### src/rtl/spi_xfer_pkg.sv
// Shared types and constants for the SPI transfer sequencer.
package spi_xfer_pkg;

  typedef enum logic [1:0] {
    XFER_WRITE = 2'd0,
    XFER_READ  = 2'd1,
    XFER_EXCH  = 2'd2,
    XFER_RSVD  = 2'd3
  } xfer_mode_e;

  typedef enum logic [1:0] {
    DEV_NONE  = 2'd0,
    DEV_TF    = 2'd1,
    DEV_FLASH = 2'd2,
    DEV_MCU   = 2'd3
  } dev_sel_e;

  typedef enum logic [2:0] {
    ST_IDLE,
    ST_LOAD_A,
    ST_LOAD_B,
    ST_SHIFT,
    ST_STORE
  } xfer_state_e;

  localparam logic [7:0] READ_FILL = 8'hFF;

  // Write and exchange shift real buffer data; read (and reserved) send fill bytes.
  function automatic logic uses_tx_data(input xfer_mode_e mode);
    return (mode == XFER_WRITE) || (mode == XFER_EXCH);
  endfunction

endpackage

### src/rtl/spi_halfperiod_tick.sv
// Free-running divider: one-cycle tick every 2^div clocks, restartable so the
// first period after restart is always full length.
module spi_halfperiod_tick #(
  parameter int DIV_W = 3
) (
  input  logic             clk,
  input  logic             rst,
  input  logic             restart,
  input  logic [DIV_W-1:0] div,
  output logic             tick
);

  localparam int CNT_W = (1 << DIV_W) - 1;

  logic [CNT_W-1:0] count;
  logic [CNT_W-1:0] limit;

  assign limit = CNT_W'((32'd1 << div) - 32'd1);
  assign tick  = !restart && (count == limit);

  // NOTE: sequential state uses non-blocking assignments so every register
  // samples pre-edge values regardless of statement order.
  always_ff @(posedge clk or posedge rst) begin
    if (rst) begin
      count <= '0;
    end else if (restart || tick) begin
      count <= '0;
    end else begin
      count <= count + CNT_W'(1);
    end
  end

endmodule

### src/rtl/spi_xfer_ctrl.sv
// Sequences one SPI mode-0 transfer of Length+1 bytes between the TX/RX
// buffers and the serial pins; chip selects simply follow DevSel.
module spi_xfer_ctrl
  import spi_xfer_pkg::*;
#(
  parameter int LEN_W = 9,
  parameter int DIV_W = 3
) (
  input  logic             FastClk,
  input  logic             Reset,
  input  logic             Start,
  input  logic             Abort,
  input  logic [LEN_W-1:0] Length,
  input  logic [1:0]       Mode,
  input  logic [1:0]       DevSel,
  input  logic [DIV_W-1:0] ClkDiv,
  output logic [LEN_W-1:0] TxAddr,
  input  logic [7:0]       TxData,
  output logic [LEN_W-1:0] RxAddr,
  output logic [7:0]       RxData,
  output logic             RxWe,
  output logic             SPIClk,
  output logic             SPIDo,
  input  logic             SPIDi,
  output logic             nTFSel,
  output logic             nFlashSel,
  output logic             nMCUSel,
  output logic             Busy,
  output logic             Done
);

  xfer_state_e      state_q, state_d;
  xfer_mode_e       mode_q;
  logic [LEN_W-1:0] len_q;
  logic [DIV_W-1:0] div_q;
  logic [LEN_W-1:0] index_q;
  logic [6:0]       tx_sreg;
  logic [7:0]       rx_sreg;
  logic [2:0]       bit_cnt;
  logic             done_q;
  logic             hp_tick;
  logic             last_byte;
  logic [7:0]       tx_byte;

  assign last_byte = (index_q == len_q);
  assign tx_byte   = uses_tx_data(mode_q) ? TxData : READ_FILL;

  spi_halfperiod_tick #(.DIV_W(DIV_W)) u_tick (
    .clk     (FastClk),
    .rst     (Reset),
    .restart (state_q != ST_SHIFT),
    .div     (div_q),
    .tick    (hp_tick)
  );

  always_ff @(posedge FastClk or posedge Reset) begin
    if (Reset) state_q <= ST_IDLE;
    else       state_q <= state_d;
  end

  // NOTE: next state gets its default first, so no path through the block
  // leaves it unassigned and no latch is inferred.
  always_comb begin
    state_d = state_q;
    case (state_q)
      ST_IDLE:   if (Start) state_d = ST_LOAD_A;
      ST_LOAD_A: state_d = ST_LOAD_B;
      ST_LOAD_B: state_d = ST_SHIFT;
      ST_SHIFT:  if (hp_tick && SPIClk && bit_cnt == 3'd7) state_d = ST_STORE;
      ST_STORE:  state_d = last_byte ? ST_IDLE : ST_LOAD_A;
      default:   state_d = ST_IDLE;
    endcase
    if (Abort) state_d = ST_IDLE;
  end

  always_ff @(posedge FastClk or posedge Reset) begin
    if (Reset) begin
      mode_q    <= XFER_WRITE;
      len_q     <= '0;
      div_q     <= '0;
      index_q   <= '0;
      tx_sreg   <= '0;
      rx_sreg   <= '0;
      bit_cnt   <= '0;
      SPIClk    <= 1'b0;
      SPIDo     <= 1'b1;
      done_q    <= 1'b0;
      nTFSel    <= 1'b1;
      nFlashSel <= 1'b1;
      nMCUSel   <= 1'b1;
    end else begin
      nTFSel    <= (DevSel != DEV_TF);
      nFlashSel <= (DevSel != DEV_FLASH);
      nMCUSel   <= (DevSel != DEV_MCU);
      done_q    <= 1'b0;
      case (state_q)
        ST_IDLE: begin
          if (Start && !Abort) begin
            mode_q  <= xfer_mode_e'(Mode);
            len_q   <= Length;
            div_q   <= ClkDiv;
            index_q <= '0;
          end
        end
        ST_LOAD_B: begin
          tx_sreg <= tx_byte[6:0];
          SPIDo   <= tx_byte[7];
          bit_cnt <= '0;
        end
        ST_SHIFT: begin
          if (hp_tick) begin
            if (!SPIClk) begin
              SPIClk  <= 1'b1;
              rx_sreg <= {rx_sreg[6:0], SPIDi};
            end else begin
              // Shifting in ones leaves SPIDo high after the last bit.
              SPIClk  <= 1'b0;
              SPIDo   <= tx_sreg[6];
              tx_sreg <= {tx_sreg[5:0], 1'b1};
              bit_cnt <= bit_cnt + 3'd1;
            end
          end
        end
        ST_STORE: begin
          if (last_byte) done_q  <= 1'b1;
          else           index_q <= index_q + LEN_W'(1);
        end
        default: ;
      endcase
      if (Abort && state_q != ST_IDLE) begin
        SPIClk <= 1'b0;
        SPIDo  <= 1'b1;
        done_q <= 1'b0;
      end
    end
  end

  assign TxAddr = index_q;
  assign RxAddr = index_q;
  assign RxData = rx_sreg;
  assign RxWe   = (state_q == ST_STORE) && (mode_q != XFER_WRITE);
  assign Busy   = (state_q != ST_IDLE);
  assign Done   = done_q;

endmodule
### config.mk
export PLATFORM = sky130hd
export DESIGN_NAME = spi_xfer_ctrl
export DESIGN_NICKNAME = d
export VERILOG_FILES = /design/src/rtl/spi_xfer_pkg.sv /design/src/rtl/spi_halfperiod_tick.sv /design/src/rtl/spi_xfer_ctrl.sv
export SDC_FILE = /design/constraint.sdc
export NUM_CORES = 1
export LEC_CHECK = 0
export CAP_MARGIN = 40
export CORE_MARGIN = 1.5
export CORE_UTILIZATION = 50
export CTS_BUF_LIST = sky130_fd_sc_hd__clkbuf_16
export CTS_CLUSTER_SIZE = 25
export DETAILED_ROUTE_END_ITERATION = 6
export PLACE_DENSITY = 0.79
export SLEW_MARGIN = 10
export SYNTH_ARGS = -nofsm -noshare
export SYNTH_HDL_FRONTEND = slang
export SYNTH_SLANG_ARGS = --single-unit
### constraint.sdc
create_clock -name FastClk -period 3 [get_ports FastClk]
set_input_delay 0.6 -clock FastClk [delete_from_list [all_inputs] [get_ports FastClk]]
set_output_delay 0.6 -clock FastClk [all_outputs]
set_load 0.01 [all_outputs]
==> results.rst, run 1 <==
.. list-table::
   :header-rows: 1

   * - Metric
     - Value
   * - Outcome
     - complete, no violations
   * - Compound-gate portion of the synthesized area
     - 0.08643
   * - Count of distinct cell types in the synthesized netlist
     - 40
   * - Area share of fa/ha/maj cells after synthesis
     - 0.01746
   * - CTS Buf Count
     - 9
   * - Startpoint type of the worst setup path
     - flop
   * - Most used cells in the layout excluding fill and tap cells
     - 68 x nand2_1, 62 x clkdlybuf4s50_1, 53 x dfrtp_1
   * - Number of fill cells in the layout
     - ~440
   * - Most frequent standard cell in the layout excluding fill and tap cells
     - nand2_1
   * - Total number of vias
     - 2,269
   * - Post-synthesis share of cell area spent on and, or, nand and nor gates
     - 0.2060
   * - Largest family of logic cells by synthesized area
     - simple AND/OR/NAND/NOR gates
   * - Synthesis warning total
     - 0
   * - Clock latency on the worst-skew pair
     - around 320 ps
   * - Worst IR Drop VDD
     - between 0.4 and 0.5 mV
   * - Power per standard cell area
     - 619.2 nW/µm²
   * - Max Clock Skew
     - between 6 and 7 ps
   * - Number of vias per cell
     - 5.301
   * - Hold violation count in the final report
     - 0
   * - Unrepaired setup endpoints after global routing
     - false
   * - Worst path required time
     - 2400 ps
   * - Type of element capturing the critical path
     - primary output
   * - Final #Nets
     - around 380
   * - Share of cell area taken by muxes after synthesis
     - 0.08337
   * - Maximum buffer depth of the clock tree
     - 2
   * - HPWL after detailed placement
     - around 4 mm
   * - Number of cells upsized or downsized after cts
     - 0
   * - Min-delay worst type
     - reg -> reg
   * - Via count of the first global-routing pass
     - 2,232
   * - Crit path time final
     - 2481 ps
   * - Count of maximum capacitance violations
     - 0
   * - CTS HTree Levels
     - 3
   * - Area of the core
     - 5507 µm²
   * - Post-CTS setup-driven buffer insertion count
     - 0
   * - Leak Pwr
     - 1.722 nW
   * - Horizontal die dimension
     - approximately 79 µm
   * - Number of pins with negative max-slew slack in the final report
     - 0
   * - Total negative slack for setup checks
     - 0 ps
   * - Flops & latches, synth
     - 57
   * - Quantity of hold-fixing buffers added after cts
     - 0
   * - Height of the chip
     - roughly 80 µm
   * - Iteration-0 DRC Markers
     - just over 80
   * - Clock transition at the registers of the reported paths
     - 50 ps
   * - Summed instance area of the synthesized netlist
     - about 2900 µm²
   * - Ranking of synthesized cells by area
     - dfrtp_1 46%, nand2_1 8.9%, xor2_1 4.3%
   * - Tot GR Track Use
     - 0.2245
   * - Slew @ Worst Pin
     - approximately 700 ps
   * - CP arrival
     - between 1500 and 2000 ps
   * - Wire length after detailed routing
     - 6.187 mm
   * - Remaining number of nets flagged by the antenna check after routing
     - 0
   * - Number of enable-type register cells in the synthesized netlist
     - 0
   * - Area Growth Syn to Fin
     - 30.82%
   * - Average footprint of a synthesized cell
     - approximately 9.7 µm²
   * - Pin count of the biggest net entering global routing
     - just under 60
   * - Worst Path Max Fanout
     - 13
   * - Top achievable clock speed
     - just over 400 MHz
   * - Top_reg_cell synth
     - dfrtp_1
   * - RePlAce Congestion
     - 0.8579
   * - Async S/R FF share, synth
     - 1.000
   * - Final-report setup violation count
     - 0
   * - Pre-CTS WS
     - between 600 and 700 ps
   * - Residual DRC
     - 0
   * - Number of antenna violations at the first check in global routing
     - 0
   * - PortBufs
     - 62
   * - Area fraction of the dominant cell type after synthesis
     - 0.4627
   * - Proportion of synthesized chip area in sequential cells
     - 0.4993
   * - Library cell with the largest summed area after synthesis
     - dfrtp_1
   * - Critical path start-end classification
     - reg -> out
   * - Fraction of final layout cells with drive strength greater than 1
     - 0.1011
   * - Post-Syn Instances
     - 296
   * - # rows
     - 27
   * - Wire length of the first global-routing pass
     - roughly 11 mm
   * - Post-synthesis xor/xnor area fraction
     - 0.05194
   * - Num Clock Sinks
     - 57
   * - Diodes inserted
     - 0
   * - Number of primary I/O pins
     - 63
   * - Initial Util
     - 0.5206
   * - Syn_nets
     - 329
   * - Clock tree from TritonCTS
     - yes
   * - Clk Tree Root Cell
     - clkbuf_16
   * - Post-route setup slack
     - about 520 ps
   * - Worst slew margin
     - 0.5364
   * - Total overflow reported by the global router
     - 0
   * - Fin crit share
     - 0.8270
   * - Area of the die
     - ~6200 µm²
   * - Mean routed wirelength per cell
     - ~14 µm
   * - First-pass detailed-route iteration total
     - 4
[synthesized netlist by cell type, types with 4 or more instances]
cell type / n
and3_1: 4
o21ai_0: 13
nor3_1: 6
or4_1: 5
or3_1: 5
nor2_1: 20
inv_1: 8
nand2_1: 68
a21oi_1: 9
mux2i_1: 4
xor2_1: 14
mux2_2: 7
dfstp_2: 4
clkbuf_1: 9
o31ai_1: 5
mux2_4: 8
nand2b_1: 4
ha_1: 4
buf_4: 9
nand3_1: 9
dfrtp_1: 53
[registers in the layout, summed over array words and instances, names as in the netlist, 2 cells and up]
signal / count
RxAddr: 9
RxData: 8
bit_cnt: 3
div_q: 3
len_q: 9
mode_q: 2
state_q: 3
tx_sreg: 7
u_tick.count: 7
[worst max-delay path, cell delays in order, from the launching register on]
cell and delay (ps):
dfrtp_1 510, or3_1 530, clkdlybuf4s50_1 520
[logic make-up after synthesis]
kind of cell	Yosys count
DFF	57
xor gates and xnor gates	17
muxes	19
and+or+nand+nor	130
adders and majority gates	4
buffers and inverters	29
AOI/OAI and AO/OA	40
[cell type report]
type / instances / area (µm²) / share of cell area
flip-flops and latches: 57 / 1431 / 0.3817
repair buffers: 65 / 643.1 / 0.1715
clock buffers: 9 / 225.2 / 0.06006
clock inverters: 7 / 53.80 / 0.01435
inverters: 8 / 30.03 / 0.008008
multi-input cells: 210 / 1276 / 0.3403
well taps: 72 / 90.09 / 0.02402
[per-layer routing]
layer	wire, µm	GRT usage	vias to the layer above
met3	271	0.08046	8
li1	-	-	1114
met1	2752	0.2905	1093
met4	100	0.08214	0
met2	3062	0.3474	54
met5	0	0	-
[where the power goes]
group	internal, W	total [W]	switching (W)	leakage (nW)
Clock	0.000625	0.000953	0.000328	0.144
Sequential	0.000887	0.000986	0.0000995	0.734
Combinational	0.000210	0.000383	0.000173	0.844
[final timing paths]
kind | start | to | slack, ps | cells past startpoint
max reg2reg | div_q[2]$_DFFE_PP0P_ | RxData[1]$_DFFE_PP0P_ | 590 | 5
min reg2reg | mode_q[1]$_DFFE_PP0P_ | mode_q[1]$_DFFE_PP0P_ | 470 | 2
min | mode_q[1]$_DFFE_PP0P_ | mode_q[1]$_DFFE_PP0P_ | 470 | 2
max in group asynchronous | Reset | RxAddr[4]$_DFFE_PP0P_ | 1740 | 3
max | state_q[0]$_DFFE_PP0P_ | Busy | 520 | 2
min in group asynchronous | Reset | u_tick.count[4]$_DFF_PP0_ | 800 | 3
[per-stage QoR]
step / cell area (µm²) / instances / hold WS [ps] / power [W] / util
after detailed placement: 3471 / 412 / 463.4 / 0.001377 / 0.6303
after global routing: 3750 / 428 / 520.7 / 0.002455 / 0.6810
after global placement: 3471 / 412 / 459.5 / 0.001358 / 0.6303
after floorplan: 2867 / 296 / 446.7 / 0.001233 / -
final: 3750 / 428 / 472.4 / 0.002322 / 0.6810
after CTS: 3750 / 428 / 475.8 / 0.002345 / 0.6810
Power figures use the tool's default switching activity.
==> inputs of run 2 (changes only) <==
- CORE_UTILIZATION: 50 -> 46
- PLACE_DENSITY: 0.79 -> 0.77
- clock period: 3 -> 2.2 ns (I/O delays scaled with it)
==> results.rst, run 2 (synthesis results as in run 1) <==
.. list-table::
   :header-rows: 1

   * - Metric
     - Value
   * - Outcome
     - complete, no violations
   * - Most used cells in the layout excluding fill and tap cells
     - 68 x nand2_1, 60 x clkdlybuf4s50_1, 50 x dfrtp_1
   * - Pin count of the biggest net entering global routing
     - 58 (unchanged)
   * - Startpoint type of the worst setup path
     - flop
   * - Total number of vias
     - 2,366 (+4.3%)
   * - # rows
     - 28 (+3.7%)
   * - Horizontal die dimension
     - 81.94 µm (+4.1%)
   * - Number of pins with negative max-slew slack in the final report
     - 0 (unchanged)
   * - Clock tree from TritonCTS
     - yes
   * - Initial Util
     - 0.4813 (-0.03926)
   * - Count of maximum capacitance violations
     - 0 (unchanged)
   * - Number of cell instances on the worst register-to-register path
     - 6 (+1)
   * - Crit path time final
     - 2154 ps
   * - CTS Buf Count
     - 9 (unchanged)
   * - Number of fill cells in the layout
     - 475 (+8.7%)
   * - Area of the core
     - 5956 µm² (+8.2%)
   * - Post-route setup slack
     - 46.16 ps (-472.9 ps)
   * - Final #Nets
     - 393 (+2.3%)
   * - Clk pwr share
     - 0.450 (+0.040)
   * - Remaining number of nets flagged by the antenna check after routing
     - 0 (unchanged)
   * - FF-to-FF setup slack
     - 50 ps (-540 ps)
   * - Min-delay worst type
     - in -> async
   * - Area of the die
     - 6714 µm² (+8.4%)
   * - Leak Pwr
     - 1.818 nW (+5.6%)
   * - Fin crit share
     - 0.9790
   * - Top achievable clock speed
     - 464.3 MHz
   * - Number of vias per cell
     - 5.377 (+1.4%)
   * - Capturing instance or port of the critical path
     - RxData[2]$_DFFE_PP0P_
   * - Wire length after detailed routing
     - 6.303 mm (+1.9%)
   * - Quantity of hold-fixing buffers added after cts
     - 0 (unchanged)
   * - Worst IR Drop VDD
     - 0.5967 mV (+46%)
   * - Clk Tree Root Cell
     - clkbuf_16
   * - CTS HTree Levels
     - 3 (unchanged)
   * - HPWL after detailed placement
     - 4.084 mm (+0.73%)
   * - Hold violation count in the final report
     - 0 (unchanged)
   * - Number of antenna violations at the first check in global routing
     - 0 (unchanged)
   * - Worst path required time
     - 2410 ps (about the same)
   * - Mean routed wirelength per cell
     - 14.33 µm (-0.90%)
   * - Num Clock Sinks
     - 57 (unchanged)
   * - Tot GR Track Use
     - 0.2078 (-0.01675)
   * - Worst Path Max Fanout
     - 8 (-5)
   * - Net Sw Frac
     - 0.2457 (-0.01311)
   * - Part of the total power dissipated in combinational logic
     - 0.163 (-0.002)
   * - Internal power
     - 0.002624 W (+52%)
   * - Most frequent standard cell in the layout excluding fill and tap cells
     - nand2_1
   * - Post-layout power
     - 0.003479 W (+50%)
   * - Relative contribution of sequential cells to total power
     - 0.387 (-0.038)
   * - Clock latency on the worst-skew pair
     - 330 ps (about the same)
   * - Area Growth Syn to Fin
     - 36.53%
   * - First-pass detailed-route iteration total
     - 4 (unchanged)
   * - Iteration-0 DRC Markers
     - 105 (+28%)
   * - Clock transition at the registers of the reported paths
     - 50 ps (about the same)
   * - RePlAce Congestion
     - 0.8804 (+2.6%)
   * - Diodes inserted
     - 0 (unchanged)
   * - Critical path start-end classification
     - reg -> reg
   * - Worst slew margin
     - 0.6632 (+0.1267)
   * - Max Clock Skew
     - 3.118 ps (-3.274 ps)
   * - Reg2Reg Capture Point
     - RxData[2]$_DFFE_PP0P_
   * - CP arrival
     - 2360 ps (+480 ps)
   * - Reg2Reg Launch Point
     - div_q[2]$_DFFE_PP0P_
   * - Final-report setup violation count
     - 0 (unchanged)
   * - Net load switching power
     - 0.0008546 W (+42%)
   * - Wire length of the first global-routing pass
     - 10.32 mm (-2.3%)
   * - Number of primary I/O pins
     - 63 (unchanged)
   * - Worst setup path startpoint
     - div_q[2]$_DFFE_PP0P_
   * - Pre-CTS WS
     - 45.06 ps (-584.2 ps)
   * - Via count of the first global-routing pass
     - 2,271 (+1.7%)
   * - Total overflow reported by the global router
     - 0 (unchanged)
   * - Height of the chip
     - 81.94 µm (+4.1%)
   * - Maximum buffer depth of the clock tree
     - 2 (unchanged)
   * - Residual DRC
     - 0 (unchanged)
   * - Slew @ Worst Pin
     - 501.9 ps (-193.5 ps)
   * - Type of element capturing the critical path
     - flop
   * - Power per standard cell area
     - 888.9 nW/µm² (+44%)
   * - PortBufs
     - 62 (unchanged)
   * - Fraction of final layout cells with drive strength greater than 1
     - 0.1507 (+0.04956)
[run 2: cell count changes in the layout (fill, tap and decap cells not counted), moves of 2 or more]
cell and delta:
buf_4 +7, dfrtp_1 -3, dfrtp_2 +3, bufinv_16 +2
clkdlybuf4s50_1 -2, clkinv_1 -2, dlymetal6s2s_1 +2, nor2_1 -2
nor2_2 +2
[run 2: layer usage]
metal | vias up | global-route usage | wire length, µm
li1 | 1135 | - | -
met1 | 1140 | 0.2542 | 2771
met2 | 76 | 0.3303 | 3020
met3 | 15 | 0.06333 | 362
met4 | 0 | 0.1051 | 148
met5 | - | 0 | 0
[run 2: power by group through the flow]
stage	logic (W)	registers, W	clock network, W
floorplan	0.000365	0.00132	0
global placement	0.000538	0.00135	0
detailed placement	0.000552	0.00135	0
CTS	0.000561	0.00134	0.00159
global route	0.000639	0.00136	0.00164
finish	0.000568	0.00135	0.00157
[run 2: final cells by class]
class	instances	area, µm²	area share
clock buffer	9	225.2	0.05754
clock inverter	7	110.1	0.02813
inverter	8	30.03	0.007673
multi-input combinational	210	1287	0.3290
sequential	57	1435	0.3667
tap	75	93.84	0.02398
timing repair buffer	74	732.0	0.1870
[run 2: worst min path at each step]
stage	to	slack, ps	from	depth (start not counted)
CTS	len_q[7]$_DFFE_PP0P_	490	len_q[7]$_DFFE_PP0P_	2
finish	RxData[6]$_DFFE_PP0P_	490	Reset	3
detailed placement	len_q[7]$_DFFE_PP0P_	480	len_q[7]$_DFFE_PP0P_	2
floorplan	mode_q[1]$_DFFE_PP0P_	450	mode_q[1]$_DFFE_PP0P_	2
global route	len_q[4]$_DFFE_PP0P_	520	len_q[4]$_DFFE_PP0P_	2
global placement	mode_q[1]$_DFFE_PP0P_	460	mode_q[1]$_DFFE_PP0P_	2
[run 2: what timing repair did]
| action | in CTS | in global routing |
|---|---|---|
| gates cloned | 0 | 0 |
| gates resized for setup | 4 | 6 |
| setup buffers | 0 | 1 |
| setup endpoints to repair | 2 | 17 |
[run 2: worst max-delay path, cell delays in order, from the launching register on]
cell,delay [ps]
dfrtp_2,470
nor3_1,240
o21ai_0,110
a32o_1,240
or4_1,490
buf_6,170
mux2_4,310
[run 2: per-stage QoR]
step	TNS (ps)	hold slack (ps)	area [µm²]	util	std cells
final	0	489.1	3914	0.6571	440
after global routing	-458.0	520.0	3914	0.6571	440
after CTS	0	494.0	3892	0.6536	439
after detailed placement	0	480.9	3547	0.5956	423
after global placement	0	463.0	3547	0.5956	423
after floorplan	0	446.7	2867	-	296
